--- src/rtl/fsa_mask_stream_mc.sv ---
// Multi-region mask streamer: scans a frame, reads a per-column profile, and emits a
// per-pixel class code as AXI4-Stream video. Optional hit counters: FSA_MASK_HITCNT_EN.
module fsa_mask_stream_mc #(
  parameter int C_IMG_WW  = 12,
  parameter int C_IMG_HW  = 12,
  parameter int C_CH      = 4,
  parameter int C_OUT_DW  = 8,
  parameter int C_RD_LAT  = 3,
  parameter int C_FIFO_AW = 4
) (
  input  logic                          clk,
  input  logic                          rst,
  input  logic [C_IMG_WW-1:0]           width,
  input  logic [C_IMG_HW-1:0]           height,
  input  logic                          fsync,
  input  logic [C_CH-1:0]               reg_valid,
  input  logic [C_CH-1:0]               reg_mode,
  input  logic [C_CH*C_IMG_WW-1:0]      reg_x0,
  input  logic [C_CH*C_IMG_WW-1:0]      reg_x1,
  input  logic [C_CH*C_IMG_HW-1:0]      reg_y0,
  input  logic [C_CH*C_IMG_HW-1:0]      reg_y1,
  input  logic [C_CH*C_OUT_DW-1:0]      reg_code,
  output logic                          rd_sof,
  output logic                          rd_en,
  output logic [C_IMG_WW-1:0]           rd_addr,
  input  logic [2*C_IMG_HW:0]           rd_data,
  output logic                          m_axis_tvalid,
  output logic [C_OUT_DW-1:0]           m_axis_tdata,
  output logic                          m_axis_tuser,
  output logic                          m_axis_tlast,
  input  logic                          m_axis_tready
`ifdef FSA_MASK_HITCNT_EN
  ,
  output logic [C_CH*(C_IMG_WW+C_IMG_HW)-1:0] hit_cnt,
  output logic                          hit_cnt_vld
`endif
);

  localparam int DEPTH = 1 << C_FIFO_AW;
  localparam int IW    = C_FIFO_AW + 1;
  localparam int CW    = C_FIFO_AW + 2;
  localparam int FW    = C_OUT_DW + 2;

  typedef enum logic [1:0] {S_IDLE, S_RUN, S_DRAIN} state_t;

  state_t                 state_q;
  logic                   pend_q;
  logic [C_IMG_WW-1:0]    w_q, px_q, rd_addr_q;
  logic [C_IMG_HW-1:0]    h_q, py_q, rd_py_q;
  logic                   rd_en_q, rd_sof_q;
  logic [C_CH-1:0]        sv_q, sm_q;
  logic [C_CH*C_IMG_WW-1:0] sx0_q, sx1_q;
  logic [C_CH*C_IMG_HW-1:0] sy0_q, sy1_q;
  logic [C_CH*C_OUT_DW-1:0] sc_q;
  logic [IW-1:0]          infl_q, fcnt_q;
  logic [C_FIFO_AW-1:0]   wptr_q, rptr_q;
  logic [CW-1:0]          free_w;
  logic                   issue, dims_ok, start_req, drained, go, x_wrap, last_px;

  assign dims_ok   = (width != '0) && (height != '0);
  assign start_req = fsync | pend_q;
  assign drained   = (infl_q == '0);
  assign go        = start_req && dims_ok &&
                     ((state_q == S_IDLE) || ((state_q == S_DRAIN) && drained));
  // Free slots count reads still in flight, so the FIFO can never be overrun.
  assign free_w    = CW'(DEPTH) - CW'(fcnt_q) - CW'(infl_q);
  assign issue     = (state_q == S_RUN) && (free_w >= CW'(C_RD_LAT + 3));
  assign x_wrap    = (px_q == w_q - C_IMG_WW'(1));
  assign last_px   = x_wrap && (py_q == h_q - C_IMG_HW'(1));

  logic cmp_vld_q;

  always_ff @(posedge clk) begin
    if (rst) begin
      state_q   <= S_IDLE;
      pend_q    <= 1'b0;
      px_q      <= '0;
      py_q      <= '0;
      rd_en_q   <= 1'b0;
      rd_sof_q  <= 1'b0;
      rd_addr_q <= '0;
      rd_py_q   <= '0;
      infl_q    <= '0;
    end else begin
      rd_en_q  <= issue;
      rd_sof_q <= issue && (px_q == '0) && (py_q == '0);
      if (issue) begin
        rd_addr_q <= px_q;
        rd_py_q   <= py_q;
      end
      infl_q <= infl_q + IW'(issue) - IW'(cmp_vld_q);
      case (state_q)
        S_IDLE: begin
          pend_q <= 1'b0;
          if (go) begin
            state_q <= S_RUN;
            px_q    <= '0;
            py_q    <= '0;
          end
        end
        S_RUN: begin
          if (fsync) pend_q <= 1'b1;
          if (issue) begin
            if (x_wrap) begin
              px_q <= '0;
              py_q <= py_q + C_IMG_HW'(1);
            end else begin
              px_q <= px_q + C_IMG_WW'(1);
            end
            if (last_px) state_q <= S_DRAIN;
          end
        end
        S_DRAIN: begin
          if (fsync) pend_q <= 1'b1;
          if (drained) begin
            pend_q  <= 1'b0;
            state_q <= go ? S_RUN : S_IDLE;
            px_q    <= '0;
            py_q    <= '0;
          end
        end
        default: state_q <= S_IDLE;
      endcase
    end
  end

  always_ff @(posedge clk) begin
    if (rst) begin
      w_q <= '0; h_q <= '0; sv_q <= '0; sm_q <= '0;
      sx0_q <= '0; sx1_q <= '0; sy0_q <= '0; sy1_q <= '0; sc_q <= '0;
    end else if (go) begin
      w_q <= width; h_q <= height; sv_q <= reg_valid; sm_q <= reg_mode;
      sx0_q <= reg_x0; sx1_q <= reg_x1; sy0_q <= reg_y0; sy1_q <= reg_y1; sc_q <= reg_code;
    end
  end

  assign rd_en   = rd_en_q;
  assign rd_sof  = rd_sof_q;
  assign rd_addr = rd_addr_q;

  // Coordinates travel alongside the read so they line up with rd_data.
  logic [C_RD_LAT:1]   p_vld_q;
  logic [C_IMG_WW-1:0] p_px_q [1:C_RD_LAT];
  logic [C_IMG_HW-1:0] p_py_q [1:C_RD_LAT];

  always_ff @(posedge clk) begin
    if (rst) begin
      p_vld_q <= '0;
    end else begin
      p_vld_q[1] <= rd_en_q;
      for (int k = 2; k <= C_RD_LAT; k++) p_vld_q[k] <= p_vld_q[k-1];
    end
  end

  always_ff @(posedge clk) begin
    p_px_q[1] <= rd_addr_q;
    p_py_q[1] <= rd_py_q;
    for (int k = 2; k <= C_RD_LAT; k++) begin
      p_px_q[k] <= p_px_q[k-1];
      p_py_q[k] <= p_py_q[k-1];
    end
  end

  logic [C_IMG_WW-1:0] cx;
  logic [C_IMG_HW-1:0] cy, prof_top, prof_bot;
  logic                prof_vld;
  logic [C_CH-1:0]     hit;
  logic [C_OUT_DW-1:0] code_d;

  assign cx       = p_px_q[C_RD_LAT];
  assign cy       = p_py_q[C_RD_LAT];
  assign prof_vld = rd_data[2*C_IMG_HW];
  assign prof_top = rd_data[2*C_IMG_HW-1 -: C_IMG_HW];
  assign prof_bot = rd_data[C_IMG_HW-1:0];

  genvar gi;
  generate
    for (gi = 0; gi < C_CH; gi++) begin : g_reg
      logic [C_IMG_WW-1:0] x0, x1;
      logic [C_IMG_HW-1:0] y0, y1;
      logic                in_rect, in_band;
      assign x0      = sx0_q[gi*C_IMG_WW +: C_IMG_WW];
      assign x1      = sx1_q[gi*C_IMG_WW +: C_IMG_WW];
      assign y0      = sy0_q[gi*C_IMG_HW +: C_IMG_HW];
      assign y1      = sy1_q[gi*C_IMG_HW +: C_IMG_HW];
      assign in_rect = (x0 <= cx) && (cx <= x1) && (y0 <= cy) && (cy <= y1);
      assign in_band = prof_vld && (prof_top <= cy) && (cy <= prof_bot);
      assign hit[gi] = sv_q[gi] && in_rect && (!sm_q[gi] || in_band);
    end
  endgenerate

  always_comb begin
    code_d = '0;
    for (int i = C_CH - 1; i >= 0; i--) begin
      if (hit[i]) code_d = sc_q[i*C_OUT_DW +: C_OUT_DW];
    end
  end

  logic [C_OUT_DW-1:0] cmp_code_q;
  logic                cmp_first_q, cmp_xlast_q;

  always_ff @(posedge clk) begin
    if (rst) cmp_vld_q <= 1'b0;
    else     cmp_vld_q <= p_vld_q[C_RD_LAT];
  end

  always_ff @(posedge clk) begin
    cmp_code_q  <= code_d;
    cmp_first_q <= (cx == '0) && (cy == '0);
    cmp_xlast_q <= (cx == w_q - C_IMG_WW'(1));
  end

  // FIFO with registered read, then an output register that only loads when the slot frees.
  logic [FW-1:0] mem [DEPTH];
  logic [FW-1:0] rdd_q;
  logic          rdv_q, pop, b_load;

  assign b_load = !m_axis_tvalid || m_axis_tready;
  assign pop    = (fcnt_q != '0) && (!rdv_q || b_load);

  always_ff @(posedge clk) begin
    if (cmp_vld_q) mem[wptr_q] <= {cmp_first_q, cmp_xlast_q, cmp_code_q};
    if (pop)       rdd_q       <= mem[rptr_q];
  end

  always_ff @(posedge clk) begin
    if (rst) begin
      wptr_q <= '0;
      rptr_q <= '0;
      fcnt_q <= '0;
      rdv_q  <= 1'b0;
    end else begin
      if (cmp_vld_q) wptr_q <= wptr_q + C_FIFO_AW'(1);
      if (pop)       rptr_q <= rptr_q + C_FIFO_AW'(1);
      fcnt_q <= fcnt_q + IW'(cmp_vld_q) - IW'(pop);
      if (pop)         rdv_q <= 1'b1;
      else if (b_load) rdv_q <= 1'b0;
    end
  end

  always_ff @(posedge clk) begin
    if (rst) begin
      m_axis_tvalid <= 1'b0;
      m_axis_tdata  <= '0;
      m_axis_tuser  <= 1'b0;
      m_axis_tlast  <= 1'b0;
    end else if (b_load) begin
      m_axis_tvalid <= rdv_q;
      if (rdv_q) {m_axis_tuser, m_axis_tlast, m_axis_tdata} <= rdd_q;
    end
  end

  a_no_overflow: assert property (@(posedge clk) disable iff (rst)
                                  !(cmp_vld_q && (fcnt_q == IW'(DEPTH))));

`ifdef FSA_MASK_HITCNT_EN
  localparam int HCW = C_IMG_WW + C_IMG_HW;

  logic [C_CH-1:0]        win_d, cmp_win_q;
  logic                   cmp_lastpx_q;
  logic [HCW-1:0]         cnt_q [C_CH];
  logic [C_CH*HCW-1:0]    cnt_d;

  // One-hot of the winning (lowest-index) region.
  always_comb begin
    win_d = '0;
    for (int i = C_CH - 1; i >= 0; i--) begin
      if (hit[i]) win_d = C_CH'(1) << i;
    end
  end

  always_ff @(posedge clk) begin
    cmp_win_q    <= win_d;
    cmp_lastpx_q <= (cx == w_q - C_IMG_WW'(1)) && (cy == h_q - C_IMG_HW'(1));
  end

  generate
    for (gi = 0; gi < C_CH; gi++) begin : g_cnt
      assign cnt_d[gi*HCW +: HCW] = (cmp_vld_q && cmp_win_q[gi] && !(&cnt_q[gi]))
                                    ? cnt_q[gi] + HCW'(1) : cnt_q[gi];
    end
  endgenerate

  always_ff @(posedge clk) begin
    for (int i = 0; i < C_CH; i++) begin
      if (rst || go) cnt_q[i] <= '0;
      else           cnt_q[i] <= cnt_d[i*HCW +: HCW];
    end
  end

  always_ff @(posedge clk) begin
    if (rst) begin
      hit_cnt     <= '0;
      hit_cnt_vld <= 1'b0;
    end else begin
      hit_cnt_vld <= cmp_vld_q && cmp_lastpx_q;
      if (cmp_vld_q && cmp_lastpx_q) hit_cnt <= cnt_d;
    end
  end
`endif

endmodule

--- config.mk ---
export PLATFORM = sky130hd
export DESIGN_NAME = fsa_mask_stream_mc
export DESIGN_NICKNAME = d
export VERILOG_FILES = /design/src/rtl/fsa_mask_stream_mc.sv
export SDC_FILE = /design/constraint.sdc
export NUM_CORES = 1
export LEC_CHECK = 0
export ABC_AREA = 1
export CAP_MARGIN = 10
export CORE_AREA = 2 2 228 230
export DETAILED_ROUTE_END_ITERATION = 10
export DIE_AREA = 0 0 230 232
export DONT_BUFFER_PORTS = 1
export PLACE_DENSITY_LB_ADDON = 0.15
export SKIP_LAST_GASP = 1
export SLEW_MARGIN = 30
export SYNTH_ARGS = -nofsm -noshare
export SYNTH_HDL_FRONTEND = slang
export SYNTH_SLANG_ARGS = --single-unit
--- constraint.sdc ---
create_clock -name clk -period 9.3 [get_ports clk]
set_clock_uncertainty 0.2 [all_clocks]
set_input_delay 0.465 -clock clk [delete_from_list [all_inputs] [get_ports clk]]
set_output_delay 0.465 -clock clk [all_outputs]
set_load 0.02 [all_outputs]
# --- After elaboration in Yosys (flattened, before gate mapping) ---
# Memory sizes are Yosys's and may differ from the RTL's. A register that Yosys moved wholly into a read port is not among the register bits.
# Cells that the tools add are included.
totals:
  elab_cells: 161
  regBits: 353
  in_bits: 285
  memories: 3
  ramBits: 232
  output_inout_bits: 25
mem_list:
  columns: ["name", "words", "word_bits", "rd", "rd_ports_with_merged_regs", "wr", "line", "rtl"]
  rows:
  - ["mem", 16, 10, 1, 1, 1, "214", "logic [FW-1:0] mem [DEPTH];"]
  - ["p_px_q", 3, 12, 3, 0, 3, "143", "logic [C_IMG_WW-1:0] p_px_q [1:C_RD_LAT];"]
  - ["p_py_q", 3, 12, 3, 0, 3, "144", "logic [C_IMG_HW-1:0] p_py_q [1:C_RD_LAT];"]
classes:
  n_mux: 25
  add_sub_neg: 12
  bitwise_logic: 1
  reduce_logical: 60
  magnitude_cmp: 19
  eq_ne: 10
op_table:
  columns: ["operator", "count"]
  rows:
  - ["12-bit <= comparator", 18]
  - ["12-bit 2-to-1 mux", 6]
  - ["12-bit case mux with 3 select lines", 2]
  - ["12-bit zero test", 4]
  - ["12-bit == test", 3]
  - ["1-bit logical AND", 32]
  - ["8-bit 2-to-1 mux", 4]
  - ["12-bit by 1-bit adder with 12-bit output (second input constant)", 2]
  - ["12-bit nonzero test", 2]
  - ["12-bit by 1-bit subtractor with 12-bit output (second input constant)", 2]
  - ["5-bit by 1-bit adder with 5-bit output", 2]
  - ["2-bit inequality test (second input constant)", 5]
  - ["5-bit by 1-bit subtractor with 5-bit output", 2]
  - ["4-bit by 1-bit adder with 4-bit output (second input constant)", 2]
  - ["2-bit 2-to-1 mux", 4]
  - ["4-bit AND reduction", 2]
  - ["1-bit logical OR", 7]
  - ["1-bit 2-to-1 mux", 7]
  - ["6-bit by 3-bit >= comparator with 1-bit output (second input constant)", 1]
  - ["1-bit zero test", 6]
  - ["2-bit case mux with 3 select lines", 1]
  - ["5-bit by 5-bit subtractor with 6-bit output (first input constant)", 1]
  - ["6-bit by 5-bit subtractor with 6-bit output", 1]
  - ["5-bit zero test", 1]
  - ["other kinds (10)", 10]

# --- Longest topological paths before layout ---
depth:
  ltp_word: 10
  depth_mapped: 20
  depth_no_buf: 20

# --- Worst setup path before layout ---
# No wires, ideal clock.
synth_timing:
  path_type: "register to register"
  start: "register infl_q[1]"
  end: "register infl_q[4]"
  t_arrival_ps: 3134
  path_stages_with_launch: 21
  period_less_slack_ps: 3462
  required_time_ps: 8972
  path_buffers: 0
  setup_time_ps: 128
  path_slack_ps: 5838
  path_cell_list: "dfxtp_1 -> ha_1 -> inv_1 -> ha_1 -> inv_1 -> fa_1 -> nand3b_1 -> nand3_1 -> nand2_1 -> nor2_1 -> nand2_1 -> nand2_1 -> ha_1 -> inv_1 -> ha_1 -> inv_1 -> fa_1 -> nor3_1 -> a211oi_1 -> o21ai_0 -> a21oi_1"
synth_via:
  elab_chain_cells: 5
synth_rtl:
  columns: ["item", "line", "rtl"]
  rows:
  - ["start, declared", "55", "logic [IW-1:0] infl_q, fcnt_q;"]
  - ["start signal, assigned", "91", "infl_q <= infl_q + IW'(issue) - IW'(cmp_vld_q);"]
  - ["6-bit by 5-bit subtractor with 6-bit output", "66", "assign free_w = CW'(DEPTH) - CW'(fcnt_q) - CW'(infl_q);"]
  - ["6-bit by 3-bit >= comparator with 1-bit output", "67", "assign issue = (state_q == S_RUN) && (free_w >= CW'(C_RD_LAT + 3));"]
  - ["1-bit logical AND", "67", null]
  - ["5-bit by 1-bit adder with 5-bit output *", "91", null]
  - ["5-bit by 1-bit subtractor with 5-bit output *", "91", null]
# Mark *: on every way between the ends. The rest lies on a longest branch, timed or not.
# A chain may end at the register's enable or synchronous reset.

# --- Worst setup path in the final report ---
# Ends and elaborated chain as after synthesis.

==> summary.txt <==
Synthesis
  • Post-synth EDFFs: 170
  • Post-synthesis instance total: 3265
  • Asr flop ratio synth: 0%
  • Post-synth top area share: 30.6%
  • Mapped Area: 27800 µm²
  • Syn_nets: 3805
  • Cell taking the most area after synthesis: dfxtp_1
  • Cell variety after synth: 45
  • Yosys Warn Count: 0
  • Synth Flop Type: dfxtp_1
  • Register area share after synthesis: 49.0%
  • Largest cells by area after synthesis: dfxtp_1, edfxtp_1, ha_1
  • Post-Syn Area per Cell: 8.52 µm²
  • Seq cells post-synth: 595

Power
  • Part of the power in the clock network: 26.6%
  • Logic pwr share: 33.3%
  • P per Cell Area: 279 nW/µm²
  • P_int: 5.67 mW
  • Sequential Power Share: 40.1%
  • LEAKAGE: 13.8 nW
  • Switching pwr: 3.52 mW
  • Sw frac: 38.3%
  • Peak VDD IR: 0.204 mV
  • Tot Pwr: 9.20 mW

GRT
  • GRT Util Overall: 29.6%
  • Largest net degree at the start of global routing: 155
  • Met1 GRT Util: 38.3%
  • Grt ovf: 0
  • Global-route wire length before repair: 125000 µm
  • Initial antenna violation count: 16
  • GR Util met3: 5.23%
  • Grt peak-use layer: met2
  • GRT met2 Usage: 49.0%
  • Vias in the first global route: 23100

Clock network
  • Post-CTS Hold Buffers: 261
  • CTS HTree Levels: 2
  • CTS Buffer Depth: 3
  • CTS sink count: 595
  • Postcts setup bufs: 0
  • Clk_lat worst skew: 0.65 ns
  • CTS root buffer: clkbuf_16
  • CTS tree: yes
  • TritonCTS Buffers: 60
  • Post-cts resize count: 0
  • CTS clk-pin slew, worst paths: 0.06 ns

Worst setup path
  • Levels on crit path: 20
  • Biggest cell delay along the critical path: 0.42 ns
  • Worst Path Max Fanout: 6
  • Crit path from: infl_q[1]$_SDFF_PP0_
  • Startpoint types: register
  • WS Path Type: reg -> reg
  • Slowest cell on crit path: dfxtp_1
  • R2R depth: 20
  • Worst R2R Setup Slack: 5.44 ns
  • Worst path cell trace: ha_1, inv_1, ha_1, inv_1, fa_1, nand3b_1, nand3_1, nand2_1, nor2_1, nand2_1, nand2_1, ha_1, inv_1, ha_1, inv_1, fa_1, nor3_1, a211oi_1, o21ai_0, a21oi_1
  • Delay-heaviest family, CP: adder cells
  • CP required: 9.62 ns
  • End of the worst register-to-register path: infl_q[4]$_SDFF_PP0_
  • CP endpoint kind: register
  • CP arrival: 4.19 ns
  • Setup crit end: infl_q[4]$_SDFF_PP0_
  • Critical R2R Launch: infl_q[1]$_SDFF_PP0_
  • WP buf/inv: 4

STA
  • Worst Max-Slew Pin Slew: 0.952 ns
  • FMAX: 259 MHz
  • Worst Slack Setup Final: 5.44 ns
  • Final Hold Viols: 0
  • Min Hold Slack: 0.0578 ns
  • Worst rel slew slack: 36.3%
  • Slew Limit Fails: 0
  • Minimum clock period: 3.86 ns
  • Setup_tns: 0 ns
  • RSZ-0062 raised after global routing: false
  • Final Setup Violations: 0
  • Final period util: 41.5%

Routing
  • Via count: 23700
  • Antenna Violating Nets Remaining: 0
  • Wire per inst: 19.0 µm
  • Initial DRT Pass Iterations: 5
  • DR DRC count: 0
  • DR vias/cell: 5.64
  • Number of DRC markers in iteration 0: 1953
  • Total routed wirelength: 79800 µm

Floorplan
  • Chip height: 232 µm
  • Die area: 53400 µm²
  • Starting density of the core: 54.6%
  • Placement Rows: 83
  • Die width: 230 µm
  • Core Box Area: 50900 µm²
  • Io pins: 310

Final layout
  • Total Nets Final: 3999
  • Most frequent cells in the layout: nor2_1, dfxtp_1, o21ai_0
  • Layout cell share with drive strength beyond 1: 4.31%
  • Filler cells: 4163
  • Final Util: 64.7%
  • Most common cell after layout, fill and taps aside: nor2_1
  • Area Growth Syn to Fin: 18.4%

Placement
  • Pre-CTS WS: 5.35 ns
  • Port bufs: 0
  • Routability cong.: 0.937
  • Dpl hpwl: 54300 µm

Hold path
  • Hold WC Path Type: in -> reg

Run
  • Max cap viols: 0

Outcome
  • Outcome: completed
## cell families after synthesis
family | after synthesis | synth area share (%)
flip-flops | 595 | 49.0
buffers and inverters | 466 | 6.37
XOR/XNOR | 35 | 1.20
AND/OR/NAND/NOR | 1142 | 17.2
adder cells (fa/ha/maj) | 255 | 11.6
AO/OA/AOI/OAI | 772 | 14.8
## final cells by class
| type | instances | area, µm² | share of cell area (%) |
|---|---|---|---|
| antenna | 18 | 45.0 | 0.137 |
| clock buffer | 79 | 1610 | 4.90 |
| clock inverter | 31 | 363 | 1.10 |
| inverter | 326 | 1240 | 3.76 |
| multi-input combinational | 2204 | 12500 | 37.9 |
| sequential | 595 | 13600 | 41.4 |
| tap | 680 | 851 | 2.59 |
| timing repair buffer | 272 | 2720 | 8.27 |
## worst min-delay path: cells and delay by family
family	cells	cell delay, ns
buffers and inverters	1	0.15
AOI/OAI and AO/OA	2	0.22
## power by group through the flow
stage,Sequential [mW],Clock [mW],Combinational [mW]
2_1_floorplan,3.48,0,2.20
3_3_place_gp,3.72,0,2.77
3_5_place_dp,3.74,0,2.91
4_1_cts,3.68,2.47,3.03
5_1_grt,3.73,2.58,3.51
6_report,3.69,2.44,3.06
## sequential cells by signal, indices dropped and copies added (netlist names), 32 cells and up
name    count
mem       160
sy0_q      48
sc_q       32
p_px_q     36
sx0_q      48
sy1_q      48
p_py_q     36
sx1_q      48
## how the worst min path moves through the flow
stage	endpoint	slack, ns	from	cells past startpoint
floorplan	p_px_q[0][24]$_DFF_P_	0.11	p_px_q[0][12]$_DFF_P_	0
global placement	p_px_q[0][47]$_DFF_P_	0.11	p_px_q[0][35]$_DFF_P_	0
detailed placement	p_px_q[0][40]$_DFF_P_	0.11	p_px_q[0][28]$_DFF_P_	0
CTS	sc_q[15]$_SDFFE_PP0P_	0.07	rst	3
global route	sx1_q[39]$_SDFFE_PP0P_	0.1	rst	3
finish	sc_q[15]$_SDFFE_PP0P_	0.06	rst	3
## Yosys cell counts (all sizes together), types with 24 or more instances
cell	count
nor2	549
dfxtp	425
o21ai	415
nand2	366
inv	320
a21oi	275
ha	252
edfxtp	170
clkbuf	131
nand3	121
nand4	55
o221ai	32
nor3	27
xor2	24
## layer usage
layer | share of wire (%) | vias to the layer above | routed length [µm]
li1 | - | 11400 | -
met1 | 42 | 11200 | 33800
met2 | 47 | 866 | 37100
met3 | 6.9 | 210 | 5540
met4 | 4.1 | 4 | 3280
met5 | 0.030 | - | 24
## per-stage QoR
step	cell area, µm²	std cells
floorplan	27800	3265
CTS	32800	4187
global route	32900	4201
detailed placement	28200	3816
global placement	28200	3816
finish	32900	4205
Note: power is estimated with default switching activity, not from simulation.
